<file path="config.mk">
export PLATFORM = sky130hd
export DESIGN_NAME = pipe_stage_reg
export DESIGN_NICKNAME = d
export VERILOG_FILES = /design/src/rtl/pipe_pkg.sv /design/src/rtl/pipe_skid_slot.sv /design/src/rtl/pipe_stage_reg.sv
export SDC_FILE = /design/constraint.sdc
export NUM_CORES = 1
export LEC_CHECK = 0
export CORE_ASPECT_RATIO = 0.5
export CORE_MARGIN = 3
export CORE_UTILIZATION = 42
export DETAILED_ROUTE_END_ITERATION = 8
export PLACE_DENSITY = 0.83
export SLEW_MARGIN = 20
export SYNTH_ARGS = -nofsm -noshare
export SYNTH_HDL_FRONTEND = slang
export SYNTH_SLANG_ARGS = --single-unit
</file>
<file path="constraint.sdc">
create_clock -name clk -period 3.05 [get_ports clk]
set_input_delay 0.915 -clock clk [delete_from_list [all_inputs] [get_ports clk]]
set_output_delay 0.915 -clock clk [all_outputs]
set_load 0.005 [all_outputs]
</file>
<file path="src/rtl/pipe_pkg.sv">
// Shared types and default widths for the inter-stage pipeline register.
package pipe_pkg;

    localparam int PIPE_CTRL_W = 8;
    localparam int PIPE_DATA_W = 128;
    localparam int PIPE_CNT_W  = 16;

    // Control value presented whenever the stage holds a bubble.
    localparam logic [PIPE_CTRL_W-1:0] CTRL_BUBBLE = '0;

    typedef enum logic [1:0] {
        PS_EMPTY,
        PS_FULL,
        PS_SKID
    } pipe_state_e;

endpackage

</file>
<file path="src/rtl/pipe_skid_slot.sv">
// One-entry holding slot used to absorb the entry that arrives while the
// output is stalled, so in_ready can be a registered signal.
module pipe_skid_slot #(
    parameter int W = 8
) (
    input  logic         clk,
    input  logic         rst,
    input  logic         load,
    input  logic         unload,
    input  logic         clear,
    input  logic [W-1:0] d,
    output logic [W-1:0] q
);

    // Slot contents: clear wins, load captures, unload zeroes the emptied slot.
    always_ff @(posedge clk) begin
        if (rst || clear) begin
            q <= '0;
        end else if (load) begin
            q <= d;
        end else if (unload) begin
            q <= '0;
        end
    end

endmodule

</file>
<file path="src/rtl/pipe_stage_reg.sv">
// Inter-stage pipeline register with valid/ready handshake, stall, flush and
// bubble insertion. Control bits read as zero whenever the stage is empty.
// Build option SKID_BUFFER_EN: adds a one-entry skid slot and makes in_ready
// a registered signal (no combinational out_ready -> in_ready path).
module pipe_stage_reg
    import pipe_pkg::*;
#(
    parameter int CTRL_W = PIPE_CTRL_W,
    parameter int DATA_W = PIPE_DATA_W,
    parameter int CNT_W  = PIPE_CNT_W
) (
    input  logic              clk,
    input  logic              rst,
    input  logic              flush,
    input  logic              bubble,
    input  logic              in_valid,
    output logic              in_ready,
    input  logic [CTRL_W-1:0] in_ctrl,
    input  logic [DATA_W-1:0] in_data,
    output logic              out_valid,
    input  logic              out_ready,
    output logic [CTRL_W-1:0] out_ctrl,
    output logic [DATA_W-1:0] out_data,
    output logic [CNT_W-1:0]  stall_cnt
);

    pipe_state_e       state_q, state_d;
    logic [CTRL_W-1:0] main_ctrl_q;
    logic [DATA_W-1:0] main_data_q;
    logic              in_fire;
    logic              load_in;
    logic              clr_main;

`ifdef SKID_BUFFER_EN
    logic                     rdy_q;
    logic                     skid_load;
    logic                     skid_unload;
    logic [CTRL_W+DATA_W-1:0] skid_q;

    pipe_skid_slot #(
        .W(CTRL_W + DATA_W)
    ) u_skid (
        .clk   (clk),
        .rst   (rst),
        .load  (skid_load),
        .unload(skid_unload),
        .clear (flush),
        .d     ({in_ctrl, in_data}),
        .q     (skid_q)
    );

    // Registered ready: low exactly while the skid slot is occupied.
    always_ff @(posedge clk) begin
        if (rst) begin
            rdy_q <= 1'b1;
        end else begin
            rdy_q <= (state_d != PS_SKID);
        end
    end

    assign in_ready = rdy_q & ~bubble;
`else
    assign in_ready = (~out_valid | out_ready) & ~bubble;
`endif

    assign out_valid = (state_q != PS_EMPTY);
    assign in_fire   = in_valid & in_ready & ~flush;
    assign out_ctrl  = out_valid ? main_ctrl_q : CTRL_W'(CTRL_BUBBLE);
    assign out_data  = main_data_q;

    // State register.
    always_ff @(posedge clk) begin
        if (rst) begin
            state_q <= PS_EMPTY;
        end else begin
            state_q <= state_d;
        end
    end

    // Next state and slot steering; flush drops everything, including this cycle's input.
    always_comb begin
        state_d  = state_q;
        load_in  = 1'b0;
        clr_main = 1'b0;
`ifdef SKID_BUFFER_EN
        skid_load   = 1'b0;
        skid_unload = 1'b0;
`endif
        if (flush) begin
            state_d  = PS_EMPTY;
            clr_main = 1'b1;
        end else begin
            case (state_q)
                PS_EMPTY: begin
                    if (in_fire) begin
                        state_d = PS_FULL;
                        load_in = 1'b1;
                    end
                end
                PS_FULL: begin
                    if (in_fire && out_ready) begin
                        load_in = 1'b1;
`ifdef SKID_BUFFER_EN
                    end else if (in_fire) begin
                        state_d   = PS_SKID;
                        skid_load = 1'b1;
`endif
                    end else if (out_ready) begin
                        state_d  = PS_EMPTY;
                        clr_main = 1'b1;
                    end
                end
`ifdef SKID_BUFFER_EN
                PS_SKID: begin
                    if (out_ready) begin
                        state_d     = PS_FULL;
                        skid_unload = 1'b1;
                    end
                end
`endif
                default: begin
                    state_d  = PS_EMPTY;
                    clr_main = 1'b1;
                end
            endcase
        end
    end

    // Main slot: zeroed when emptied so idle outputs match the reset value.
    always_ff @(posedge clk) begin
        if (rst || clr_main) begin
            main_ctrl_q <= '0;
            main_data_q <= '0;
        end else if (load_in) begin
            main_ctrl_q <= in_ctrl;
            main_data_q <= in_data;
`ifdef SKID_BUFFER_EN
        end else if (skid_unload) begin
            {main_ctrl_q, main_data_q} <= skid_q;
`endif
        end
    end

    // Saturating count of stalled output cycles; only reset clears it.
    always_ff @(posedge clk) begin
        if (rst) begin
            stall_cnt <= '0;
        end else if (out_valid && !out_ready && (stall_cnt != {CNT_W{1'b1}})) begin
            stall_cnt <= stall_cnt + CNT_W'(1);
        end
    end

endmodule
</file>
==> reports/qor.txt <==
IO buf count = 295
Reg-to-reg setup timing slack = 890 ps
CTS Hold Bufs = 0
WL/cell = 15.3 um
Crit path kind = input port to primary output
Min cycle time layout = 2630 ps
Non-Filler Instances = 1163
Worst-Skew Late Latency = 410 ps
GRT Residual Overflow = 0
H-tree depth = 4
Area growth syn-to-layout = 68.0%
Final ANT Viol Nets = 0
Primary FF master, synth = dfxtp_1
Die area = 14800 sq um
Row cnt = 29
Post-synthesis mux area share = 0.202%
Ys async rst share = 0%
Initial antenna violation count = 0
Vias/cell = 4.95
Core Region = 12800 sq um
Syn_nets = 847
Compound-Gate Fraction of Synth Area = 15.7%
Mapped cell area = 5580 sq um
CTS max path bufs = 2
Starting Density = 43.5%
Worst Hold Class = flip-flop to flip-flop
Outcome = completed
# setup viols final = 0
Most frequent cells in the layout = clkdlybuf4s50_1 (294), nand2_1 (276), dfxtp_1 (153), a21oi_1 (147), clkbuf_16 (17)
Achievable frequency = 0.381 GHz
CTS tree = built
Setup tns final = 0 ps
Detailed Routing Iterations Pass 1 = 5
Mapped Cells = 704
First-pass GRT wire length = 27.7 mm
Inst Count DP = 1131
Worst-path clk slew = 60 ps
Distinct cells, synth = 38
Yosys warns = 0
Layout cells sized above 1 = 5.34%
Synth Area in Adders = 0.224%
LEAKAGE = 3.15 nW
Chip height = 87.5 um
Chip width = 169 um
Routed wire length = 17.8 mm
Worst Setup End Kind = primary output
Post-synthesis sequential area ratio = 54.9%
DRC violations left = 0
I/O pin cnt = 296
Routed via count = 5759
XOR/XNOR share of the synthesized area = 0%
Simple-Gate Fraction of Synth Area = 24.9%
Vias in the first global route = 5509
Worst Clk Skew = 8.48 ps
Final hold violations = 0
Slew Limit Headroom = 41.1%
Worst Path Arrival = 1710 ps
TritonCTS Sinks = 153
Detailed placement HPWL = 12.5 mm
Total track usage = 23.1%
Post-cts gate resize count = 0
Most common cell after layout, fill and taps aside = clkdlybuf4s50_1
RSZ-0062 raised after global routing = no
Actual slew at the worst max-slew pin = 876 ps
Num CTS Buffers = 17
Post-Syn Area per Cell = 7.92 sq um
Post-synth EDFFs = 0
Largest net degree at the start of global routing = 134
MaxCap Viol Count = 0
DRT iter0 DRCs = 322
Worst setup SP type = input port
Power Density = 501 nW/um^2
Fin nets = 1123
Worst endpoint required time = 2130 ps
Seq cells post-synth = 153
Combinational family with the most area after synthesis = simple AND/OR/NAND/NOR gates
Clock tree root driver cell = clkbuf_16
Max Fanout on Critical Path = 3
# Post-CTS Setup Buffers = 0
Peak VDD IR = 0.348 mV
GP Congestion = 0.846
Max Slew Vio Count = 0
Ant diodes = 0
Final period util = 86.1%
-- routing by layer --
| metal | up-vias | routed length [um] | track usage [%] |
|---|---|---|---|
| li1 | 2881 | - | - |
| met1 | 2690 | 6990 | 27.1 |
| met2 | 167 | 9550 | 42.4 |
| met3 | 21 | 1010 | 5.80 |
| met4 | 0 | 279 | 7.05 |
| met5 | - | 0 | 0 |
-- sequential cells by signal, summed over array words and instances (netlist names) --
name	count
state_q	1
stall_cnt	16
main_ctrl_q	8
out_data	128
-- power by group --
group / internal [W] / switching (W)
sequential: 0.00202 / 0.0000137
combinational: 0.000238 / 0.000147
clock: 0.00143 / 0.000845
total: 0.00369 / 0.00101
-- per-stage QoR --
| stage | total power [W] | instance area [sq um] | setup WS, ps | hold WS (ps) | utilization (%) |
|---|---|---|---|---|---|
| floorplan | 0.00219 | 5580 | 768 | 432 | - |
| global placement | 0.00246 | 8720 | 50.2 | 439 | 68.1 |
| detailed placement | 0.00246 | 8720 | 62.0 | 445 | 68.1 |
| CTS | 0.00473 | 9360 | 49.4 | 453 | 73.1 |
| global route | 0.00486 | 9360 | 373 | 468 | 73.1 |
| finish | 0.00470 | 9360 | 423 | 450 | 73.1 |
-- cell families after synthesis --
logic type      Yosys count
simple gates            329
compound gates          166
flops                   153
buf+inv                  54
mux                       1
fa+ha+maj                 1
-- area by class of cell --
class,instances,area [sq um]
timing repair buffer,307,3130
clock buffer,20,457
clock inverter,12,188
multi-input combinational,497,2300
fill,972,3440
tap,170,213
sequential,153,3060
inverter,4,15.0
-- synthesized netlist by cell type, drive strengths merged, types with 2 or more instances --
cell      n  area share (%)
nand2   276              19
dfxtp   153              55
a21oi   147              13
clkbuf   29             2.0
buf      21             1.8
and2      8            0.90
nor3      7            0.63
or3       7            0.90
nand4     6            0.79
o21ai     6            0.54
and4      5            0.79
nand3     5            0.45
inv       4            0.27
nor2      4            0.27
a211oi    3            0.40
and3      2            0.22
and4b     2            0.36
nand2b    2            0.27
nor2b     2            0.22
o311ai    2            0.31
o31ai     2            0.27
o41ai     2            0.31
-- worst max-delay path, stage by stage --
cell             delay (ps)
clkdlybuf4s50_1         440
nor2b_1                 150
nor2_1                   60
dlymetal6s2s_1          150
-- path summary, 6_finish.rpt --
kind | start | to | cells past startpoint
setup / recovery | out_ready | in_ready | 4
hold / removal | main_ctrl_q[4] | main_ctrl_q[4] | 2
setup reg to reg | stall_cnt[0] | stall_cnt[2] | 5
hold reg to reg | main_ctrl_q[4] | main_ctrl_q[4] | 2
No activity file was read; power rests on OpenSTA's default activity.
